--- src/rtl/bounce_gen.sv ---
// bounce_gen: emulates a bouncing mechanical button from a clean level; define BOUNCE_GEN_RELEASE_BOUNCE_EN to bounce releases too
module bounce_gen #(
    parameter int unsigned BOUNCE_CYCLES = 50,
    parameter logic [15:0] LFSR_SEED     = 16'hACE1
) (
    input  logic       clk,
    input  logic       rst,
    input  logic       cmd_i,
    output logic       but_o,
    output logic       busy_o,
    output logic [7:0] edge_cnt_o
);
    typedef enum logic {IDLE, BOUNCE} state_t;
    localparam logic [15:0] SEED     = (LFSR_SEED == 16'h0000) ? 16'h0001 : LFSR_SEED;
    localparam logic [15:0] CNT_INIT = 16'(BOUNCE_CYCLES - 1);
`ifdef BOUNCE_GEN_RELEASE_BOUNCE_EN
    localparam bit REL_BOUNCE = 1'b1;
`else
    localparam bit REL_BOUNCE = 1'b0;
`endif
    state_t      state, state_n;
    logic        lvl, lvl_n, tgt, tgt_n, but_n, busy_n;
    logic        change, fast, start, abort, settle;
    logic [15:0] cnt, cnt_n, lfsr, lfsr_n;
    logic [7:0]  edge_n;
    // state register: every piece of state, including registered outputs, updates here
    always_ff @(posedge clk) begin
        if (rst) begin
            state      <= IDLE;
            lvl        <= 1'b0;
            tgt        <= 1'b0;
            cnt        <= 16'd0;
            lfsr       <= SEED;
            but_o      <= 1'b0;
            busy_o     <= 1'b0;
            edge_cnt_o <= 8'd0;
        end else begin
            state      <= state_n;
            lvl        <= lvl_n;
            tgt        <= tgt_n;
            cnt        <= cnt_n;
            lfsr       <= lfsr_n;
            but_o      <= but_n;
            busy_o     <= busy_n;
            edge_cnt_o <= edge_n;
        end
    end
    // next-state: open/restart a window, settle instantly (no window or unbounced release), abort, or finish
    always_comb begin
        change  = (state == IDLE) && (cmd_i != lvl);
        fast    = change && (BOUNCE_CYCLES == 0 || (!REL_BOUNCE && !cmd_i));
        start   = (change && !fast) || ((state == BOUNCE) && (cmd_i != tgt) && (REL_BOUNCE || cmd_i));
        abort   = (state == BOUNCE) && (cmd_i != tgt) && !REL_BOUNCE && !cmd_i;
        settle  = (state == BOUNCE) && (cmd_i == tgt) && (cnt == 16'd0);
        state_n = start ? BOUNCE : (fast || abort || settle) ? IDLE : state;
        lvl_n   = (fast || abort || settle) ? cmd_i : lvl;
        tgt_n   = (start || fast || abort) ? cmd_i : tgt;
        cnt_n   = start ? CNT_INIT : ((state == BOUNCE) && (cnt != 16'd0)) ? cnt - 16'd1 : cnt;
        lfsr_n  = {1'b0, lfsr[15:1]} ^ (lfsr[0] ? 16'hB400 : 16'h0000);
    end
    // outputs: noise while bouncing, settled level otherwise; toggle count restarts with each window
    always_comb begin
        but_n  = (state_n == BOUNCE) ? lfsr[0] : lvl_n;
        busy_n = (state_n == BOUNCE);
        edge_n = (start || fast) ? {7'd0, but_n ^ but_o}
               : ((but_n != but_o) && (edge_cnt_o != 8'hFF)) ? edge_cnt_o + 8'd1 : edge_cnt_o;
    end
endmodule

--- config.mk ---
export PLATFORM = sky130hd
export DESIGN_NAME = bounce_gen
export DESIGN_NICKNAME = d
export VERILOG_FILES = /design/src/rtl/bounce_gen.sv
export SDC_FILE = /design/constraint.sdc
export NUM_CORES = 1
export LEC_CHECK = 0
export BUFFER_PORTS_ARGS = -buffer_cell sky130_fd_sc_hd__buf_4
export CORE_AREA = 8 8 73 75
export CTS_CLUSTER_SIZE = 25
export DETAILED_ROUTE_END_ITERATION = 12
export DIE_AREA = 0 0 81 83
export GPL_ROUTABILITY_DRIVEN = 1
export PLACE_DENSITY = 0.67
export SLEW_MARGIN = 20
export SYNTH_ARGS = -nofsm -noshare
export SYNTH_HDL_FRONTEND = slang
export SYNTH_SLANG_ARGS = --single-unit
--- constraint.sdc ---
create_clock -name clk -period 3.3 [get_ports clk]
set_input_delay 0.66 -clock clk [delete_from_list [all_inputs] [get_ports clk]]
set_output_delay 0.66 -clock clk [all_outputs]
set_load 0.05 [all_outputs]
-- After elaboration in Yosys (flattened, before gate mapping)
Cells that the tools add are included.
- register bits: 44
- input bits: 3
- output and inout port bits: 10
- logic and storage cells: 51
- add/sub/neg operators: 2
- eq/ne operators: 5
- muxes and demuxes: 9
- bitwise gates (word level): 3
- reduce and logical (&&, ||, !) cells: 23
- operators by type and width (kind ; number):
    $logic_not A16 Y1 ; 1
    $mux W16 ; 1
    $reduce_bool A16 Y1 ; 1
    $sub A16 B1 Y16 const B ; 1
    $xor A15 B16 Y16 ; 1
    $mux W6 ; 2
    $logic_and A1 B1 Y1 ; 10
    $add A8 B1 Y8 const B ; 1
    $ne A8 B8 Y1 const B ; 1
    $mux W1 ; 6
    $logic_or A1 B1 Y1 ; 5
    $reduce_bool A2 Y1 ; 2
    $reduce_or A2 Y1 ; 2
    $ne A1 B1 Y1 ; 3
    $logic_not A1 Y1 ; 2
    $eq A1 B1 Y1 ; 1
    $not A1 Y1 ; 1
    $xor A1 B1 Y1 ; 1

-- Longest topological paths before layout
Gate-level depths: netlist of the first run.
- depth after elaboration: 12
- gate-level depth with buffers: 10

-- Worst setup path before layout of the first run
No wires, ideal clock.
- path kind: register to register
- start: register cnt[0]
- end: register cnt[5]
- setup time: 131 ps
- arrival time: 2320 ps
- data required time: 3169 ps
- slack: 850 ps
- cell stages (with the launch flop): 11
- path buffers: 1
- cells stage by stage: dfxtp_1 -> inv_1 -> ha_1 -> or4b_2 -> or4_1 -> and2_1 -> buf_2 -> nand2_1 -> or4_1 -> xor2_1 -> a21oi_1
- longest elaborated chain between the ends: 3
- elaborated cells between the ends (all ways): 6
- those cells by class: add/sub (1); mux (2); reduce/logical (3)
- RTL lines (what ; line ; source):
    from (decl) ; 24 ; logic [15:0] cnt, cnt_n, lfsr, lfsr_n;
    from (signal assigned) ; 41 ; cnt <= cnt_n;
    $sub A16 B1 Y16 / $reduce_bool A16 Y1 (equally long branches) ; 58 ; cnt_n = start ? CNT_INIT : ((state == BOUNCE) && (cnt != 16'd0)) ? cnt - 16'd1 : cnt;
    $mux W6 / $logic_and A1 B1 Y1 (equally long branches) ; 58 ;
    $mux W6 / $reduce_bool A2 Y1 (equally long branches) ; - ;
Parallel ways exist; a longest one is shown, timed or not. The select of a mux whose other input is x is not followed.
A chain may end at the register's enable or synchronous reset.

-- Worst setup path in the final report of the first run
- start: register cnt[0]
- end: register cnt[4]
Same word-level chain as after synthesis.

==> reports/summary.txt, run 1 <==
result of the run -> finished clean
CP Cell Sequence -> inv_1 > ha_1 > or4b_2 > or4_1 > and2_1 > nand2_1 > nor3_1 > xnor2_1 > a21oi_1
highest ir drop seen on vdd -> 241.8 µV
area grow syn2layout -> 13.96%
critical path's slowest cell -> or4b_2
FF+latch count, synth -> 44
gpl congestion -> 0.7600
accumulated negative setup slack -> 0 ns
post-detail-place hpwl -> 2265 µm
Slew headroom -> 59.50%
met3 track demand over resource -> 3.772%
vias in the first global route -> 1243
CTS buffer count -> 5
RSZ-0062 raised after global routing -> false
later-pin clock latency in the skew report -> 0.29 ns
CTS Root Buffer Type -> clkbuf_8
Iter 0 DRT Violations -> 93
met2 usage -> 14.45%
number of instances resized during post-cts repair -> 0
Post-route DRC -> 0
most frequent standard cell in the layout excluding fill and tap cells -> dfxtp_1
overall overflow remaining after global route -> 0
worst hold path type -> reg2reg
max-slew violation count -> 0
Synth warnings -> 0
post-cts hold buffer count -> 0
Filler cells -> 420
MaxCap Viol Count -> 0
global routing met1 resource utilization -> 12.92%
maximum net fanout on the critical path -> 8
areal power density over the cells -> 587.3 mW/mm²
Post-Syn Area per Cell -> 9.006 µm²
cell family with most CP delay -> simple AND/OR/NAND/NOR gates
floorplan die width -> 81 µm
Global Route Usage Sum -> 10.25%
number of cell rows -> 24
leak pwr -> 0.7922 nW
total of endpoints with negative setup slack in the final report -> 0
Worst Setup Start Kind -> register
start-to-end type of the worst setup path -> reg2reg
total of buffers placed on input and output ports -> 12
chip height -> 83 µm
post-synth top area cell -> dfxtp_1
critical path required time -> 3.48 ns
number of endpoints with negative hold slack in the final report -> 0
maximum number of pins on one net before global-route repair -> 26
Mapped Nets -> 208
count of boundary I/O pins -> 13
post-DR wirelength/cell -> 12.00 µm
arrival time at the worst endpoint -> 2.75 ns
Pre-antenna DRT Iters -> 4
Clock Tree Buf Depth -> 2
fraction of final layout cells with drive strength greater than 1 -> 14.88%
crit path setup slack, layout -> 0.7250 ns
maximum clock frequency -> 388.3 MHz
total setup buffers inserted after CTS -> 0
TritonCTS clock tree -> yes
total vias in the final route -> 1357
Vias/cell -> 5.082
part of the Yosys area used for sequential elements -> 48.42%
post-layout min period -> 2.575 ns
Clock transition at path regs -> 0.08 ns
global-route wire length before repair -> 5451 µm
top-area cell type share of the netlist area -> 48.42%
final critical-path share of the clock period -> 78.03%
global-route layer with the greatest usage -> met2
clk sink count -> 44
Initial Utilization -> 43.27%
crit path buf inv count -> 1
full die area -> 0.006723 mm²
Register Area -> 880.8 µm²
diodes inserted -> 0
final total power -> 0.001218 W
maximum cell stage delay along the critical path -> 0.57 ns
commonest cells after routing, fill and taps aside -> dfxtp_1, nor2_1, a21oi_1
post-synthesis instance area -> 0.001819 mm²
Slew @ Worst Pin -> 0.6075 ns
final antenna-violating net count -> 0
setup slack after placement -> 0.7363 ns
multi-input combinational cell area -> 899.6 µm²
Clock Skew -> 0.005423 ns
total detailed-routing wirelength -> 3204 µm
largest cells by area after synthesis -> dfxtp_1, xnor2_1, nor2_1
number of antenna violations at the first check in global routing -> 0
area of the core -> 0.004204 mm²
total number of H-tree levels -> 2
number of nets in the layout -> 220
post-synthesis cell count -> 202
endpoint class of the critical path -> register
post-synth cell types -> 33
## cells by family after synthesis
| family | synth area share (%) |
|---|---|
| AND/OR/NAND/NOR | 27.37 |
| flip-flops | 48.42 |
| AO/OA/AOI/OAI | 10.73 |
| XOR/XNOR | 8.184 |
| buffers and inverters | 2.132 |
| adder cells (fa/ha/maj) | 2.614 |
| multiplexers | 0.5502 |
## final cells by class
class | instances | area share [%]
clock buffer | 7 | 4.647
sequential | 44 | 42.49
multi-input combinational | 148 | 43.39
clock inverter | 1 | 1.448
timing repair buffer | 12 | 4.345
inverter | 3 | 0.5431
tap | 52 | 3.138
## cell usage after synthesis, drive strengths merged
library cell	number
and3	2
nor4	1
xnor2	12
a211oi	3
or3	10
a22o	1
dfxtp	44
or4b	1
o2111ai	1
nand4	1
maj3	1
nor2	24
nor4b	1
ha	3
a21oi	14
mux2i	1
nor3	4
xor2	5
or4	5
nor2b	9
buf	1
nand2	10
a22oi	2
nand3	8
and2	3
or2	8
o21ai	13
inv	3
nand2b	5
clkbuf	6
## where the power goes
| part | internal [W] | switching (W) | total (W) |
|---|---|---|---|
| Clock | 0.000267 | 0.000178 | 0.000445 |
| Sequential | 0.000563 | 0.0000243 | 0.000587 |
| Combinational | 0.0000789 | 0.000107 | 0.000186 |
## metrics by stage
stage	instance area, µm²	hold WS, ns	instances	util, %
after floorplan	1819	0.3895	202	-
after CTS	2073	0.4217	267	49.32
after detailed placement	1947	0.4005	259	46.31
after global routing	2073	0.4339	267	49.32
after global placement	1947	0.3927	259	46.31
final	2073	0.4187	267	49.32
## path summary, 6_finish.rpt
kind,startpoint,to,slack (ns),cells past startpoint
hold reg to reg,lfsr[6],lfsr[5],0.42,1
setup reg to reg,cnt[0],cnt[4],0.72,9
setup / recovery,cnt[0],cnt[4],0.72,9
hold / removal,lfsr[6],lfsr[5],0.42,1
## registers in the layout, indices dropped and copies added, names as in the netlist
name        cells
cnt            16
lfsr           16
edge_cnt_o      8
but_o           1
lvl             1
state           1
tgt             1
## layer usage
layer	vias up	routed length [µm]
met2	20	1392
met5	-	0
li1	714	-
met1	619	1586
met3	4	174
met4	0	51
Power figures use the tool's default switching activity.
==> run 2: changes to the inputs <==
Settings changed: ABC_AREA set to 1, CORE_AREA 8 8 73 75 to 8 8 78 80, DIE_AREA 0 0 81 83 to 0 0 86 88, PLACE_DENSITY 0.67 to 0.68.
Clock period 3.3 ns to 2.2 ns, I/O delays scaled along.
==> reports/summary.txt, run 2 <==
Worst R2R Setup Slack -> 0.23 ns
vias in the first global route -> 1664
CTS Root Buffer Type -> clkbuf_8
number of antenna violations at the first check in global routing -> 0
most frequent standard cell in the layout excluding fill and tap cells -> nand2_1
TritonCTS clock tree -> yes
post-synthesis instance area -> 0.002092 mm²
leak pwr -> 1.045 nW
Iter 0 DRT Violations -> 108
non-filler instance count after layout -> 362
Worst path most repeated cell -> nand2_1
share of the synthesized area in compound gates (AO/OA/AOI/OAI) -> 8.852%
async set-or-reset flop fraction in the synthesized netlist -> 0%
result of the run -> finished clean
total number of H-tree levels -> 2
Slew headroom -> 74.66%
number of instances resized during post-cts repair -> 0
Initial Utilization -> 42.59%
post-synth cell types -> 33
number of cells on the worst reg-to-reg path -> 8
Vias/cell -> 4.743
Endpoint, Worst Hold -> lfsr[8]
biggest regs -> cnt x16, lfsr x16, edge_cnt_o x8
maximum clock frequency -> 507.0 MHz
post-cts hold buffer count -> 0
CP Cell Sequence -> ha_1 > nand2_1 > nor3b_2 > nand3_1 > or2_1 > nand3b_1 > nand2_1 > nor2_1
number of flops mapped to enable cells by yosys -> 0
critical path's slowest cell -> dfxtp_1
largest cells by area after synthesis -> dfxtp_1, nand2_1, a21oi_1
maximum number of pins on one net before global-route repair -> 24
post-layout min period -> 1.972 ns
clk sink count -> 44
Clock Tree Buf Depth -> 2
dominant register cell in the synthesized netlist -> dfxtp_1
area grow syn2layout -> 14.00%
areal power density over the cells -> 1026 mW/mm²
overall overflow remaining after global route -> 0
multi-input combinational cell area -> 0.001074 mm²
total vias in the final route -> 1717
post-detail-place hpwl -> 2944 µm
Adder-Cell Fraction of Synth Area -> 1.794%
fraction of final layout cells with drive strength greater than 1 -> 19.52%
count of boundary I/O pins -> 13
crit path setup slack, layout -> 0.2276 ns
fraction of the mapped netlist area in simple logic gates -> 35.23%
internal power contribution -> 0.001512 W
leading cell type by number of instances after synthesis -> nand2_1
final critical-path share of the clock period -> 89.65%
cell depth of the worst hold path -> 2
CTS buffer count -> 5
critical path required time -> 2.44 ns
number of nets in the layout -> 297
switching share of total power -> 38.20%
area of the core -> 0.004912 mm²
commonest cells after routing, fill and taps aside -> nand2_1, dfxtp_1, nor2_1, inv_1, a21oi_1
share of total power in sequential cells -> 39.6%
Pre-antenna DRT Iters -> 4
Register Area -> 880.8 µm²
worst hold path type -> reg2reg
Post-Syn Area per Cell -> 7.663 µm²
Clock transition at path regs -> 0.09 ns
Post-route DRC -> 0
later-pin clock latency in the skew report -> 0.30 ns
Placed Cells -> 354
destination of the worst register-to-register timing path -> edge_cnt_o[0]
combinational family with the most area after synthesis -> simple AND/OR/NAND/NOR gates
post-synth top area cell -> dfxtp_1
Global Route Usage Sum -> 11.60%
xor/xnor share of the synthesized area -> 5.443%
launch point of the worst hold path -> lfsr[9]
Synth warnings -> 0
total setup buffers inserted after CTS -> 0
Net Sw Power -> 0.0009349 W
number of endpoints with negative hold slack in the final report -> 0
start-to-end type of the worst setup path -> reg2reg
post-DR wirelength/cell -> 11.14 µm
maximum net fanout on the critical path -> 9
part of the Yosys area used for sequential elements -> 42.11%
diodes inserted -> 0
Clk pwr share -> 26.1%
endpoint class of the critical path -> register
Worst Setup Start Kind -> register
floorplan die width -> 86 µm
MaxCap Viol Count -> 0
number of cell rows -> 26
Mapped Nets -> 279
accumulated negative setup slack -> 0 ns
most numerous cell types in the synthesized netlist -> nand2_1, dfxtp_1, nor2_1
share of power burned in combinational logic -> 34.2%
FF+latch count, synth -> 44
RSZ-0062 raised after global routing -> false
max-slew violation count -> 0
maximum cell stage delay along the critical path -> 0.43 ns
highest ir drop seen on vdd -> 542.5 µV
total of buffers placed on input and output ports -> 12
chip height -> 88 µm
Filler cells -> 486
Slew @ Worst Pin -> 0.3790 ns
setup slack after placement -> 0.2676 ns
gpl congestion -> 0.8488
total detailed-routing wirelength -> 4031 µm
total of endpoints with negative setup slack in the final report -> 0
Reg2Reg Launch Point -> edge_cnt_o[0]
arrival time at the worst endpoint -> 2.21 ns
full die area -> 0.007568 mm²
Clock Skew -> 0.004460 ns
global-route wire length before repair -> 7120 µm
multiplexer share of the synthesized area -> 0%
top-area cell type share of the netlist area -> 42.11%
final antenna-violating net count -> 0
post-synthesis cell count -> 273
[run 2: cell count changes after synthesis, moves of 8 or more]
cell	before	now
nand2_1	10	47
inv_1	3	25
nand3_1	8	22
a21oi_1	14	24
or3_1	10	0
nor2b_1	9	0
xnor2_1	12	4
[run 2: final cells by class]
cell class	instances	share of cell area (%)
timing repair buffer	13	4.092
sequential	44	36.94
clock buffer	5	2.886
tap	70	3.673
clock inverter	3	1.941
inverter	33	5.456
multi-input combinational	194	45.02
[run 2: critical path: cells and delay by family, from the launching register on]
family	cells	cell delay, ns
flip-flops	1	0.43
adder cells (fa/ha/maj)	1	0.22
AND/OR/NAND/NOR	7	1.27
[run 2: kinds of logic after synthesis]
| kind of cell | after synthesis |
|---|---|
| flops | 44 |
| simple gates | 142 |
| compound gates | 36 |
| fa+ha+maj | 3 |
| buf+inv | 35 |
| xor+xnor | 13 |
[run 2: how the worst max path moves through the flow]
stage / endpoint / cells past startpoint / start
finish: edge_cnt_o[0] / 8 / edge_cnt_o[0]
global route: edge_cnt_o[0] / 8 / edge_cnt_o[0]
CTS: edge_cnt_o[0] / 8 / edge_cnt_o[0]
global placement: edge_cnt_o[0] / 9 / edge_cnt_o[0]
detailed placement: edge_cnt_o[0] / 8 / edge_cnt_o[0]
floorplan: edge_cnt_o[0] / 9 / edge_cnt_o[1]
[run 2: power by group through the flow]
stage	Combinational [W]	Clock, W	Sequential, W
detailed placement	0.000837	0	0.000987
finish	0.000838	0.000639	0.000970
global placement	0.000829	0	0.000987
CTS	0.000843	0.000655	0.000970
floorplan	0.000621	0	0.00103
global route	0.000943	0.000690	0.000986
[run 2: per-layer routing]
| metal | vias to the layer above | global-route usage [%] | share of wire (%) |
|---|---|---|---|
| met5 | - | 0 | 0 |
| met4 | 0 | 6.369 | 2.3 |
| met3 | 7 | 2.627 | 3.6 |
| met2 | 20 | 19.45 | 47 |
| met1 | 772 | 13.38 | 47 |
| li1 | 918 | - | - |
[run 2: stage by stage]
| stage | power, W | area, µm² | hold slack, ns | utilization, % |
|---|---|---|---|---|
| finish | 0.002447 | 2385 | 0.4066 | 48.55 |
| global route | 0.002619 | 2385 | 0.4236 | 48.55 |
| CTS | 0.002468 | 2385 | 0.4062 | 48.55 |
| detailed placement | 0.001825 | 2270 | 0.3933 | 46.20 |
| global placement | 0.001816 | 2270 | 0.3889 | 46.20 |
| floorplan | 0.001647 | 2092 | 0.3883 | - |
==> run 3: changes to the inputs <==
--- a/config.mk
+++ b/config.mk
@@ -9,4 +9,5 @@
 export BUFFER_PORTS_ARGS = -buffer_cell sky130_fd_sc_hd__buf_4
 export CORE_AREA = 8 8 78 80
+export CTS_CLUSTER_DIAMETER = 200
 export CTS_CLUSTER_SIZE = 25
 export DETAILED_ROUTE_END_ITERATION = 12
@@ -14,4 +15,5 @@
 export GPL_ROUTABILITY_DRIVEN = 1
 export PLACE_DENSITY = 0.68
+export SKIP_CTS_REPAIR_TIMING = 1
 export SLEW_MARGIN = 20
 export SYNTH_ARGS = -nofsm -noshare
==> constraint.sdc (replaced) <==
create_clock -name clk -period 2.2 [get_ports clk]
set_input_delay 0.33 -clock clk [delete_from_list [all_inputs] [get_ports clk]]
set_output_delay 0.33 -clock clk [all_outputs]
set_load 0.05 [all_outputs]
==> reports/summary.txt, run 3 (synthesized netlist as in run 2, its figures left out) <==
Post-route DRC -> 0
commonest cells after routing, fill and taps aside -> nand2_1, dfxtp_1, nor2_1, inv_1, a21oi_1
crit path setup slack, layout -> 0.3312 ns
leak pwr -> 1.045 nW
fraction of final layout cells with drive strength greater than 1 -> 19.52%
maximum clock frequency -> 535.1 MHz
met2 usage -> 19.73%
Worst R2R Setup Slack -> 0.33 ns
RSZ-0062 raised after global routing -> false
Clock Skew -> 0.004702 ns
Slew headroom -> 76.17%
worst setup path end -> edge_cnt_o[0]
arrival time at the worst endpoint -> 2.07 ns
number of cell rows -> 26
launch point of the worst hold path -> rst
Worst Setup Start Kind -> register
Register Area -> 880.8 µm²
Vias/cell -> 4.713
maximum number of pins on one net before global-route repair -> 24
critical path required time -> 2.40 ns
biggest regs -> cnt x16, lfsr x16, edge_cnt_o x8
MaxCap Viol Count -> 0
CTS buffer count -> 5
CTS Root Buffer Type -> clkbuf_8
Iter 0 DRT Violations -> 98
post-detail-place hpwl -> 2912 µm
number of nets in the layout -> 297
most frequent standard cell in the layout excluding fill and tap cells -> nand2_1
global routing met1 resource utilization -> 12.50%
Initial Utilization -> 42.59%
full die area -> 0.007568 mm²
number of cells on the worst reg-to-reg path -> 9
maximum net fanout on the critical path -> 9
chip height -> 88 µm
clk sink count -> 44
highest ir drop seen on vdd -> 627.3 µV
post-layout min period -> 1.869 ns
Reg2Reg Launch Point -> edge_cnt_o[0]
placed cell areas -> 0.002270 mm²
final design area excluding fillers -> 0.002385 mm²
final antenna-violating net count -> 0
Pre-antenna DRT Iters -> 5
area of the core -> 0.004912 mm²
total of buffers placed on input and output ports -> 12
total of endpoints with negative setup slack in the final report -> 0
worst hold path type -> in2reg
number of antenna violations at the first check in global routing -> 0
multi-input combinational cell area -> 0.001074 mm²
count of boundary I/O pins -> 13
max-slew violation count -> 0
overall overflow remaining after global route -> 0
final critical-path share of the clock period -> 84.95%
later-pin clock latency in the skew report -> 0.29 ns
total vias in the final route -> 1706
Filler cells -> 464
total detailed-routing wirelength -> 3991 µm
met3 track demand over resource -> 2.814%
number of endpoints with negative hold slack in the final report -> 0
setup slack after placement -> 0.3174 ns
result of the run -> finished clean
Clock transition at path regs -> 0.09 ns
gpl congestion -> 0.8549
diodes inserted -> 0
post-DR wirelength/cell -> 11.02 µm
area grow syn2layout -> 14.00%
global-route layer with the greatest usage -> met2
TritonCTS clock tree -> yes
destination of the worst register-to-register timing path -> edge_cnt_o[0]
Clock Tree Buf Depth -> 2
accumulated negative setup slack -> 0 ns
endpoint class of the critical path -> register
total number of H-tree levels -> 2
critical path startpoint -> edge_cnt_o[0]
Slew @ Worst Pin -> 0.3564 ns
global-route wire length before repair -> 6920 µm
areal power density over the cells -> 1020 mW/mm²
start-to-end type of the worst setup path -> reg2reg
vias in the first global route -> 1633
Global Route Usage Sum -> 11.26%
floorplan die width -> 86 µm
[run 3: critical path, cell delays in order (launching register included)]
cell and delay (ns):
dfxtp_1 0.40, ha_1 0.20, nand2_1 0.09, nor3b_2 0.24, nand3_1 0.31, or2_1 0.33
nand2_1 0.07, nand2_1 0.04, inv_1 0.04, nor2_1 0.04
[run 3: report_power, final]
group          switching, W  internal, W  total, W
Sequential        0.0000880     0.000882  0.000970
Combinational      0.000548     0.000289  0.000836
Clock              0.000285     0.000342  0.000628
[run 3: metrics by stage]
step	cells	power, W	utilization (%)	hold WS, ns
6_report	362	0.002433	48.55	0.3655
5_1_grt	362	0.002613	48.55	0.3618
4_1_cts	362	0.002465	48.55	0.3610
3_5_place_dp	354	0.001824	46.20	0.3957
3_3_place_gp	354	0.001818	46.20	0.3908
2_1_floorplan	273	0.001647	-	0.3883
[run 3: layout make-up]
class                      instances  share of cell area (%)
clock buffer                       5                   2.886
clock inverter                     3                   1.941
inverter                          33                   5.456
multi-input combinational        194                   45.02
sequential                        44                   36.94
tap                               70                   3.673
timing repair buffer              13                   4.092
[run 3: how the worst min path moves through the flow]
stage | to | slack, ns | cells after the start
after floorplan | lfsr[14] | 0.39 | 2
after global placement | lfsr[4] | 0.39 | 2
after detailed placement | lfsr[4] | 0.40 | 2
after CTS | lfsr[1] | 0.36 | 2
after global routing | lfsr[3] | 0.36 | 2
final | lfsr[9] | 0.37 | 2
[run 3: routing by layer]
metal	up-vias	wire length [µm]
met3	2	154
met1	765	1894
met4	0	48
met5	-	0
met2	21	1893
li1	918	-
